## src/rtl/set_bit_iter_if.sv

```systemverilog
// Handshake bundle for set_bit_iter: a vector-in channel, an index-out
// channel, flush, and status. The slave modport is the iterator itself.
interface set_bit_iter_if #(
  parameter int WIDTH = 8
);
  localparam int IdxW = (WIDTH > 1) ? $clog2(WIDTH) : 1;
  localparam int CntW = $clog2(WIDTH + 1);

  logic             flush_i;
  logic [WIDTH-1:0] vec_i;
  logic             vec_valid_i;
  logic             vec_ready_o;
  logic [IdxW-1:0]  idx_o;
  logic             last_o;
  logic             idx_valid_o;
  logic             idx_ready_i;
  logic             busy_o;
  logic [CntW-1:0]  count_o;
  logic             state_dbg;   // 1 while the FSM is in SCAN

  modport master (
    output flush_i, vec_i, vec_valid_i, idx_ready_i,
    input  vec_ready_o, idx_o, last_o, idx_valid_o, busy_o, count_o, state_dbg
  );

  modport slave (
    input  flush_i, vec_i, vec_valid_i, idx_ready_i,
    output vec_ready_o, idx_o, last_o, idx_valid_o, busy_o, count_o, state_dbg
  );
endinterface

```

## src/rtl/set_bit_iter.sv

```systemverilog
// Set-bit iterator: accepts a vector and emits the positions of its set bits
// one per handshake, lowest first (MODE=0) or highest first (MODE=1).
//
// Handshakes: a transfer happens on a channel in any cycle where valid and
// ready are both 1 on the rising edge. vec_ready_o is only high in IDLE, so a
// new vector cannot be taken in the same cycle as the final index. flush_i
// overrides both channels in the cycle it is high.
module set_bit_iter #(
  parameter int WIDTH = 8,
  parameter int MODE  = 0
) (
  input logic          clk_i,
  input logic          rst_i,
  set_bit_iter_if.slave bus
);
  localparam int IdxW = (WIDTH > 1) ? $clog2(WIDTH) : 1;
  localparam int CntW = $clog2(WIDTH + 1);

  typedef enum logic {
    IDLE = 1'b0,
    SCAN = 1'b1
  } state_t;

  state_t           state_q, state_d;
  logic [WIDTH-1:0] pend_q, pend_d;
  logic [CntW-1:0]  cnt_q, cnt_d;
  logic [IdxW-1:0]  sel_idx;
  logic             single;
  logic             in_scan;

  // Priority pick of the next index: the last match in loop order wins.
  always_comb begin
    sel_idx = '0;
    if (MODE == 0) begin
      for (int i = WIDTH - 1; i >= 0; i--) begin
        if (pend_q[i]) sel_idx = IdxW'(i);
      end
    end else begin
      for (int i = 0; i < WIDTH; i++) begin
        if (pend_q[i]) sel_idx = IdxW'(i);
      end
    end
  end

  // Exactly one bit left means the current index is the final one.
  assign single  = (pend_q != '0) && ((pend_q & (pend_q - WIDTH'(1))) == '0);
  assign in_scan = (state_q == SCAN);

  assign bus.vec_ready_o = !in_scan && !bus.flush_i;
  assign bus.idx_valid_o = in_scan;
  assign bus.busy_o      = in_scan;
  assign bus.idx_o       = in_scan ? sel_idx : '0;
  assign bus.last_o      = in_scan && single;
  assign bus.count_o     = cnt_q;
  assign bus.state_dbg   = in_scan;

  // Next-state, pending and count update; flush overrides everything.
  always_comb begin
    state_d = state_q;
    pend_d  = pend_q;
    cnt_d   = cnt_q;
    if (bus.flush_i) begin
      state_d = IDLE;
      pend_d  = '0;
      cnt_d   = '0;
    end else if (state_q == IDLE) begin
      if (bus.vec_valid_i) begin
        cnt_d = '0;
        if (bus.vec_i != '0) begin
          pend_d  = bus.vec_i;
          state_d = SCAN;
        end
      end
    end else begin
      if (bus.idx_ready_i) begin
        pend_d = pend_q & ~(WIDTH'(1) << sel_idx);
        cnt_d  = cnt_q + CntW'(1);
        if (single) state_d = IDLE;
      end
    end
  end

  // State registers with asynchronous reset.
  always_ff @(posedge clk_i or posedge rst_i) begin
    if (rst_i) begin
      state_q <= IDLE;
      pend_q  <= '0;
      cnt_q   <= '0;
    end else begin
      state_q <= state_d;
      pend_q  <= pend_d;
      cnt_q   <= cnt_d;
    end
  end
endmodule

```

## src/flat_wrapper.sv

```systemverilog
// flat-port wrapper written by rule: the top's interface ports become plain ports
module set_bit_iter_flat 
#(
  parameter int WIDTH = 8,
  parameter int MODE  = 0
)
  (clk_i, rst_i, bus_flush_i, bus_vec_i, bus_vec_valid_i, bus_idx_ready_i, bus_vec_ready_o, bus_idx_o, bus_last_o, bus_idx_valid_o, bus_busy_o, bus_count_o, bus_state_dbg);
  set_bit_iter_if #(.WIDTH(WIDTH)) bus_i ();
  input logic clk_i;
  input logic rst_i;
  input wire logic [$bits(bus_i.flush_i)-1:0] bus_flush_i;
  input wire logic [$bits(bus_i.vec_i)-1:0] bus_vec_i;
  input wire logic [$bits(bus_i.vec_valid_i)-1:0] bus_vec_valid_i;
  input wire logic [$bits(bus_i.idx_ready_i)-1:0] bus_idx_ready_i;
  output wire logic [$bits(bus_i.vec_ready_o)-1:0] bus_vec_ready_o;
  output wire logic [$bits(bus_i.idx_o)-1:0] bus_idx_o;
  output wire logic [$bits(bus_i.last_o)-1:0] bus_last_o;
  output wire logic [$bits(bus_i.idx_valid_o)-1:0] bus_idx_valid_o;
  output wire logic [$bits(bus_i.busy_o)-1:0] bus_busy_o;
  output wire logic [$bits(bus_i.count_o)-1:0] bus_count_o;
  output wire logic [$bits(bus_i.state_dbg)-1:0] bus_state_dbg;
  assign bus_i.flush_i = bus_flush_i;
  assign bus_i.vec_i = bus_vec_i;
  assign bus_i.vec_valid_i = bus_vec_valid_i;
  assign bus_i.idx_ready_i = bus_idx_ready_i;
  assign bus_vec_ready_o = bus_i.vec_ready_o;
  assign bus_idx_o = bus_i.idx_o;
  assign bus_last_o = bus_i.last_o;
  assign bus_idx_valid_o = bus_i.idx_valid_o;
  assign bus_busy_o = bus_i.busy_o;
  assign bus_count_o = bus_i.count_o;
  assign bus_state_dbg = bus_i.state_dbg;
  set_bit_iter #(.WIDTH(WIDTH), .MODE(MODE)) u_core (.clk_i(clk_i), .rst_i(rst_i), .bus(bus_i));
endmodule
```

## config.mk

```make
export PLATFORM = sky130hd
export DESIGN_NAME = set_bit_iter_flat
export DESIGN_NICKNAME = d
export VERILOG_FILES = /design/src/rtl/set_bit_iter_if.sv /design/src/rtl/set_bit_iter.sv /design/src/flat_wrapper.sv
export SDC_FILE = /design/constraint.sdc
export NUM_CORES = 1
export LEC_CHECK = 0
export CORE_ASPECT_RATIO = 1.25
export CORE_UTILIZATION = 46
export CTS_CLUSTER_DIAMETER = 60
export DETAILED_ROUTE_END_ITERATION = 10
export PLACE_DENSITY = 0.88
export SYNTH_ARGS = -nofsm -noshare
export SYNTH_HDL_FRONTEND = slang
export SYNTH_SLANG_ARGS = --single-unit
```

## constraint.sdc

```tcl
create_clock -name clk_i -period 1.71 [get_ports clk_i]
set_input_delay 0.171 -clock clk_i [delete_from_list [all_inputs] [get_ports clk_i]]
set_output_delay 0.171 -clock clk_i [all_outputs]
set_load 0.1 [all_outputs]
```

### Word-level counts from Yosys, hierarchy flattened

Index checks and enable logic that the tools add are counted.

| word-level totals | value |
|---|---|
| bits in registers | 13 |
| bits of input ports | 13 |
| output and inout port bits | 12 |
| word-level logic and storage cells | 46 |

| cells by class | value |
|---|---|
| add/sub/neg operators | 2 |
| eq/ne operators | 1 |
| shifts and indexed selects | 1 |
| muxes and demuxes | 24 |
| bitwise logic cells | 3 |
| reductions and logical operators | 12 |

Operators by type and width:

| operator | number |
|---|---|
| two-way mux 8 bit | 5 |
| two-way mux 3 bit | 9 |
| AND 8 bit | 2 |
| two-way mux 4 bit | 4 |
| nonzero test 8 bit | 2 |
| logical NOT 8 bit | 1 |
| inverter 8 bit | 1 |
| left shift 1 x 3 -> 8 bit, first input constant | 1 |
| subtractor 8 x 1 -> 8 bit, second input constant | 1 |
| two-way mux 1 bit | 6 |
| nonzero test 3 bit | 2 |
| adder 4 x 1 -> 4 bit, second input constant | 1 |
| logical AND 1 bit | 3 |
| != test 3 bit, second input constant | 1 |
| AND reduction 3 bit | 1 |
| logical NOT 1 bit | 2 |
| AND reduction 2 bit | 1 |

### Depth between registers and ports, before layout

Gate-level depths: netlist of the first run.

| logic depth | value |
|---|---|
| word-level depth | 14 |
| depth in mapped cells | 5 |
| depth with buffers taken out | 5 |

### Least setup slack after synthesis of the first run

Ideal clock, no wire load.

| timing | value |
|---|---|
| kind | register to output |
| start | register u_core.state_q (netlist: u_core.bus.busy_o) |
| end | output bus_idx_o[2] |
| data arrival time | 3382 ps |
| required time | 1539 ps |
| slack | -1843 ps |
| cell stages (with the launch flop) | 3 |
| buffers on the path | 0 |
| cell sequence | dfrtp_1 > inv_1 > nor3_1 |

| on the way | value |
|---|---|
| word-level cells in the longest chain between the ends | 1 |

Ends and longest elaborated chain:

| what | line | source |
|---|---|---|
| start, declared | set_bit_iter.sv:24 | `state_t state_q, state_d;` |
| start signal, assigned | set_bit_iter.sv:90 | `state_q <= state_d;` |
| two-way mux 3 bit | set_bit_iter.sv:52 | `assign bus.idx_o = in_scan ? sel_idx : '0;` |
| end, declared | flat_wrapper.sv:16 | `output wire logic [$bits(bus_i.idx_o)-1:0] bus_idx_o;` |

Every way passes these cells.

### Worst setup path after layout of the first run

| timing | value |
|---|---|
| start | register u_core.pend_q[1] |
| end | output bus_last_o |

| on the way | value |
|---|---|
| word-level cells in the longest chain between the ends | 5 |
| elaborated cells between the ends (all ways) | 6 |
| those cells by class | add/sub (1); bitwise (1); reduce/logical (4) |

Ends and longest elaborated chain:

| what | line | source |
|---|---|---|
| start, declared | set_bit_iter.sv:25 | `logic [WIDTH-1:0] pend_q, pend_d;` |
| start signal, assigned | set_bit_iter.sv:91 | `pend_q <= pend_d;` |
| subtractor 8 x 1 -> 8 bit | set_bit_iter.sv:46 | `assign single = (pend_q != '0) && ((pend_q & (pend_q - WIDTH'(1))) == '0);` |
| AND 8 bit | set_bit_iter.sv:46 |  |
| logical NOT 8 bit | set_bit_iter.sv:46 |  |
| logical AND 1 bit * | set_bit_iter.sv:46 |  |
| logical AND 1 bit * | set_bit_iter.sv:53 | `assign bus.last_o = in_scan && single;` |
| end, declared | flat_wrapper.sv:17 | `output wire logic [$bits(bus_i.last_o)-1:0] bus_last_o;` |

Every way passes the cells marked *; elsewhere a longest branch is shown, timed or not.

==> flow_metrics.env, run 1 <==
export IMPL_status="complete, but fails checks"
export IMPL_violations="negative setup slack"
export IMPL_grt_util_all_layers_pct=29.8
export IMPL_async_reset_ff_share_pct=100
export IMPL_globalplace_congestion=0.914
export IMPL_synth_top_area_share_pct=37.0
export IMPL_hpwlAfterDp_um=1830
export IMPL_fin_crit_sh_pct=112
export IMPL_fin_setup_tns_ps=-337
export IMPL_drt_initial_drc_count=71
export IMPL_drv_slew=0
export IMPL_max_clock_freq_ghz=0.523
export IMPL_port_buffers=24
export IMPL_syn_cell_area_sq_um=878
export IMPL_post_drt_wl_per_cell_um=17.4
export IMPL_cts_sinks=13
export IMPL_rsz0062_at_grt="yes"
export IMPL_die_x_um=41.1
export IMPL_pin_count=25
export IMPL_finalPower_mw=1.14
export IMPL_synth_edf_count=0
export IMPL_root_buffer="clkbuf_4"
export IMPL_cts_max_level=1
export IMPL_worst_slew_pin_slew_ps=532
export IMPL_netlist_instances=101
export IMPL_min_period_ps=1910
export IMPL_clk_path_buf_depth=2
export IMPL_layoutNonFillerInstCount=159
export IMPL_synth_seq_area_share_pct=37.0
export IMPL_final_layout_size_suffix_gt1_share_pct=43.6
export IMPL_numCtsBuffers=3
export IMPL_grt_max_degree=14
export IMPL_start_util_pct=49.2
export IMPL_worst_slack_ps=-202
export IMPL_nets=155
export IMPL_areaGrowthSynthToFinish_pct=68.5
export IMPL_drv_cap=0
export IMPL_whs_ps=221
export IMPL_drc_errors=0
export IMPL_vias=976
export IMPL_die_h_um=50.9
export IMPL_fp_coreArea_sq_um=1790
export IMPL_gr_total_overflow=0
export IMPL_first_global_vias=931
export IMPL_synth_cell_types=31
export IMPL_drt_pass1_iter_count=4
export IMPL_crit_type="flip-flop to output pin"
export IMPL_fp_row_count=17
export IMPL_antenna_found_initial=0
export IMPL_worstSkewPairLatency_ps=280
export IMPL_hold_violations=0
export IMPL_peakVddDrop_mv=0.559
export IMPL_worstPathArrival_ps=1740
export IMPL_start_kind="flip-flop"
export IMPL_via_per_inst=6.14
export IMPL_skew_ps=11.1
export IMPL_synthFlopType="dfrtp_1"
export IMPL_die_area_sq_um=2090
export IMPL_cp_required_ps=1540
export IMPL_p_per_area_nw_per_um2=768
export IMPL_p_leak_nw=0.628
export IMPL_syn_area_per_cell_sq_um=8.70
export IMPL_ys_warn_count=0
export IMPL_syn_nets=115
export IMPL_ant_nets=0
export IMPL_yosys_register_bits=13
export IMPL_nFillCells=102
export IMPL_min_path_type="input pin to async pin"
export IMPL_yosys_top_cells_count="dfrtp_1 (13), o21ai_0 (13), nor2_1 (11)"
export IMPL_worstPathMaxFanout=4
export IMPL_place_inst=147
export IMPL_antenna_cells=0
export IMPL_max_slew_margin_pct=64.5
export IMPL_utilization_pct=82.8
export IMPL_cts_tree="built"
export IMPL_setup_violations=3
export IMPL_synthTopCellsByArea="dfrtp_1 (37%), a32o_1 (8.0%), o21ai_0 (7.4%)"
export IMPL_wl_um=2770
export IMPL_ctsHoldBuffers=0
export IMPL_clkTransAtPathRegs_ps=90
export IMPL_grt_pass1_wl_um=4260
export IMPL_worstSetupEndpointType="output pin"
export IMPL_yosys_area_top_type="dfrtp_1"
-- metal layers --
layer	up-vias	global-route usage, %	routed length, um
li1	446	-	-
met3	10	5.22	221
met5	-	0	0
met1	464	42.1	1020
met4	0	12.2	66
met2	56	43.8	1460
-- critical path, stage by stage, from the launching register on --
cell,delay (ps)
dfrtp_2,460
nor2_4,150
nand2_2,110
nor3_4,170
o211a_1,200
and3_4,190
buf_12,170
-- sequential cells by signal, indices dropped and copies added, names as in the netlist --
| signal | count |
|---|---|
| u_core.pend_q | 8 |
| u_core.bus.count_o | 4 |
| u_core.bus.busy_o | 1 |
-- where the power goes --
part / internal [mW] / leakage [nW] / switching [mW] / total, mW
Sequential: 0.328 / 0.165 / 0.0351 / 0.363
Clock: 0.0904 / 0.0150 / 0.109 / 0.200
Combinational: 0.249 / 0.448 / 0.325 / 0.574
-- through the flow --
stage	worst slack [ps]	instance area [sq um]
after CTS	-212	1410
after detailed placement	-143	1330
final	-202	1480
after floorplan	-147	937
after global routing	-247	1480
after global placement	-102	1330
-- area by class of cell --
| class | instances | area [sq um] | area share (%) |
|---|---|---|---|
| multi-input combinational | 73 | 569 | 38.5 |
| timing repair buffer | 43 | 498 | 33.6 |
| sequential | 13 | 337 | 22.7 |
| clock buffer | 4 | 26.3 | 1.78 |
| inverter | 7 | 26.3 | 1.78 |
| tap | 19 | 23.8 | 1.61 |
-- repair_timing --
action | CTS | global route
setup buffers | 6 | 3
resized for setup | 3 | 15
endpoints found under the setup margin | 3 | 4
pin swaps | 1 | 3
-- layout by cell type (no fill, tap or decap), drive strengths merged, types with 3 or more instances in the layout --
cell and instances:
a21oi 6, a32o 7, and3 3, buf 31, clkbuf 4, clkdlybuf4s50 12, dfrtp 13, inv 7
nand2 5, nor2 12, nor3 5, o21ai 15
-- final timing paths --
kind,start,to,slack [ps],cells past startpoint
max in group asynchronous,rst_i,u_core.pend_q[4],1090,2
worst max-delay path,u_core.pend_q[1],bus_last_o,-200,6
worst max register to register,u_core.bus.busy_o,u_core.pend_q[2],190,4
worst min register to register,u_core.pend_q[2],u_core.pend_q[2],600,1
worst min-delay path,rst_i,u_core.bus.count_o[1],220,2
min in group clk_i,bus_vec_i[0],u_core.pend_q[0],500,3
-- cell families after synthesis --
| group | after synthesis | share of synthesized area [%] |
|---|---|---|
| compound gates | 34 | 26.6 |
| fa+ha+maj | 1 | 1.42 |
| mux | 2 | 2.56 |
| xor+xnor | 3 | 2.99 |
| simple gates | 33 | 19.1 |
| flops | 13 | 37.0 |
| buf+inv | 15 | 10.3 |
(Power assumes the default switching activity.)
==> inputs of run 2 (changes only) <==
--- a/config.mk
+++ b/config.mk
@@ -6,7 +6,9 @@
 export NUM_CORES = 1
 export LEC_CHECK = 0
 export CORE_ASPECT_RATIO = 1.25
+export CORE_MARGIN = 5
 export CORE_UTILIZATION = 46
+export CTS_BUF_LIST = sky130_fd_sc_hd__clkbuf_16
 export CTS_CLUSTER_DIAMETER = 60
 export DETAILED_ROUTE_END_ITERATION = 10
 export PLACE_DENSITY = 0.88
==> flow_metrics.env, run 2 (synthesized netlist as in run 1, its figures left out) <==
export IMPL_status="complete, but fails checks"
export IMPL_violations="negative setup slack"
export IMPL_met2_usage_pct=41.3
export IMPL_grt_use_met1_pct=24.4
export IMPL_cp_required_ps=1540
export IMPL_power_internal_uw=903
export IMPL_drv_slew=0
export IMPL_min_period_ps=1960
export IMPL_final_cell_mix="buf_4 (22), clkdlybuf4s50_1 (12), o21ai_0 (11), buf_12 (11), nor2_1 (9)"
export IMPL_worstPathMaxFanout=4
export IMPL_cts_max_level=1
export IMPL_rsz0062_at_grt="yes"
export IMPL_fin_area_sq_um=1560
export IMPL_cts_tree="built"
export IMPL_drc_errors=0
export IMPL_port_buffers=24
export IMPL_drt_pass1_iter_count=4
export IMPL_clkTransAtPathRegs_ps=50
export IMPL_nets=158
export IMPL_worstPathArrival_ps=1790
export IMPL_post_drt_wl_per_cell_um=22.2
export IMPL_cts_sinks=13
export IMPL_max_clock_freq_ghz=0.509
export IMPL_via_per_inst=6.36
export IMPL_peakVddDrop_mv=0.828
export IMPL_grt_busiest_layer="met2"
export IMPL_start_util_pct=49.2
export IMPL_worstSetupEndpointType="output pin"
export IMPL_drv_cap=0
export IMPL_vias=1031
export IMPL_drt_initial_drc_count=60
export IMPL_place_inst=148
export IMPL_min_path_type="input pin to async pin"
export IMPL_fin_crit_sh_pct=115
export IMPL_skew_ps=5.76
export IMPL_areaGrowthSynthToFinish_pct=77.1
export IMPL_root_buffer="clkbuf_16"
export IMPL_p_sw_uw=517
export IMPL_largest_register="u_core.pend_q"
export IMPL_worst_slack_ps=-255
export IMPL_crit_type="flip-flop to output pin"
export IMPL_nFillCells=87
export IMPL_hpwlAfterDp_um=1920
export IMPL_place_area_sq_um=1340
export IMPL_fp_row_count=17
export IMPL_grt_max_degree=18
export IMPL_whs_ps=265
export IMPL_antenna_found_initial=0
export IMPL_clk_path_buf_depth=2
export IMPL_first_global_vias=998
export IMPL_die_h_um=58.9
export IMPL_wl_um=3590
export IMPL_power_sequential_fraction_pct=25.9
export IMPL_grt_util_all_layers_pct=22.1
export IMPL_p_per_area_nw_per_um2=913
export IMPL_die_x_um=49.1
export IMPL_ant_nets=0
export IMPL_use_met3_pct=3.29
export IMPL_final_layout_size_suffix_gt1_share_pct=46.2
export IMPL_max_slew_margin_pct=64.7
export IMPL_start_kind="flip-flop"
export IMPL_fp_coreArea_sq_um=1790
export IMPL_hold_violations=0
export IMPL_worstSkewPairLatency_ps=240
export IMPL_ff2ff_path_depth=7
export IMPL_pin_count=25
export IMPL_antenna_cells=0
export IMPL_largest_reg_flops=8
export IMPL_ctsHoldBuffers=0
export IMPL_swShare_pct=36.4
export IMPL_globalplace_congestion=0.943
export IMPL_die_area_sq_um=2890
export IMPL_gr_total_overflow=0
export IMPL_final_common_cell="buf_4"
export IMPL_p_leak_nw=0.663
export IMPL_layoutNonFillerInstCount=162
export IMPL_setup_violations=2
export IMPL_worst_slew_pin_slew_ps=529
export IMPL_grt_pass1_wl_um=4840
export IMPL_numCtsBuffers=3
export IMPL_p_clk_share_pct=30.7
export IMPL_comb_power_share_pct=43.4
run 2: final cells by class:
cell class	count	area, sq um	share of cell area, %
clock buffers	3	75.1	4.83
clock inverters	1	3.75	0.241
inverters	7	26.3	1.69
multi-input cells	73	572	36.8
flip-flops and latches	13	338	21.7
well taps	19	23.8	1.53
repair buffers	46	517	33.2
run 2: power groups by stage:
stage	Clock, mW	Combinational (mW)	Sequential [mW]
floorplan	0	0.291	0.381
global placement	0	0.477	0.367
detailed placement	0	0.488	0.370
CTS	0.430	0.546	0.368
global route	0.456	0.641	0.370
finish	0.435	0.617	0.368
run 2: path summary, 6_finish.rpt:
kind	to	slack, ps	start
min in group clk_i	u_core.pend_q[0]	540	bus_vec_i[0]
setup reg to reg	u_core.pend_q[7]	10	u_core.pend_q[0]
hold / removal	u_core.bus.count_o[3]	260	rst_i
setup / recovery	bus_last_o	-250	u_core.pend_q[0]
max in group asynchronous	u_core.bus.busy_o	1050	rst_i
hold reg to reg	u_core.pend_q[2]	590	u_core.pend_q[2]
run 2: critical path, cell delays in order (launching register included):
cell     delay [ps]
dfrtp_2         450
nor2_4          140
buf_4           140
xnor2_1         130
o21ai_1          90
a22o_1          240
and3_4          190
buf_12          160
run 2: routing by layer:
metal	vias to the layer above	share of wire, %
met3	12	8.2
met4	0	2.7
met1	505	36
met5	-	0
met2	63	53
li1	451	-
run 2: what timing repair did:
action / in CTS / in global routing
endpoints found under the setup margin: 3 / 5
pin swaps: 7 / 5
hold endpoints to repair: 0 / 0
buffers inserted: 7 / 3
gates resized for setup: 8 / 12
run 2: per-stage QoR:
step | power (mW) | setup slack, ps | TNS (ps) | util [%]
global route | 1.47 | -339 | -503 | 87.0
global placement | 0.845 | -103 | -344 | 74.7
CTS | 1.34 | -154 | -163 | 83.3
finish | 1.42 | -255 | -288 | 87.0
floorplan | 0.672 | -147 | -276 | -
detailed placement | 0.857 | -132 | -538 | 74.7
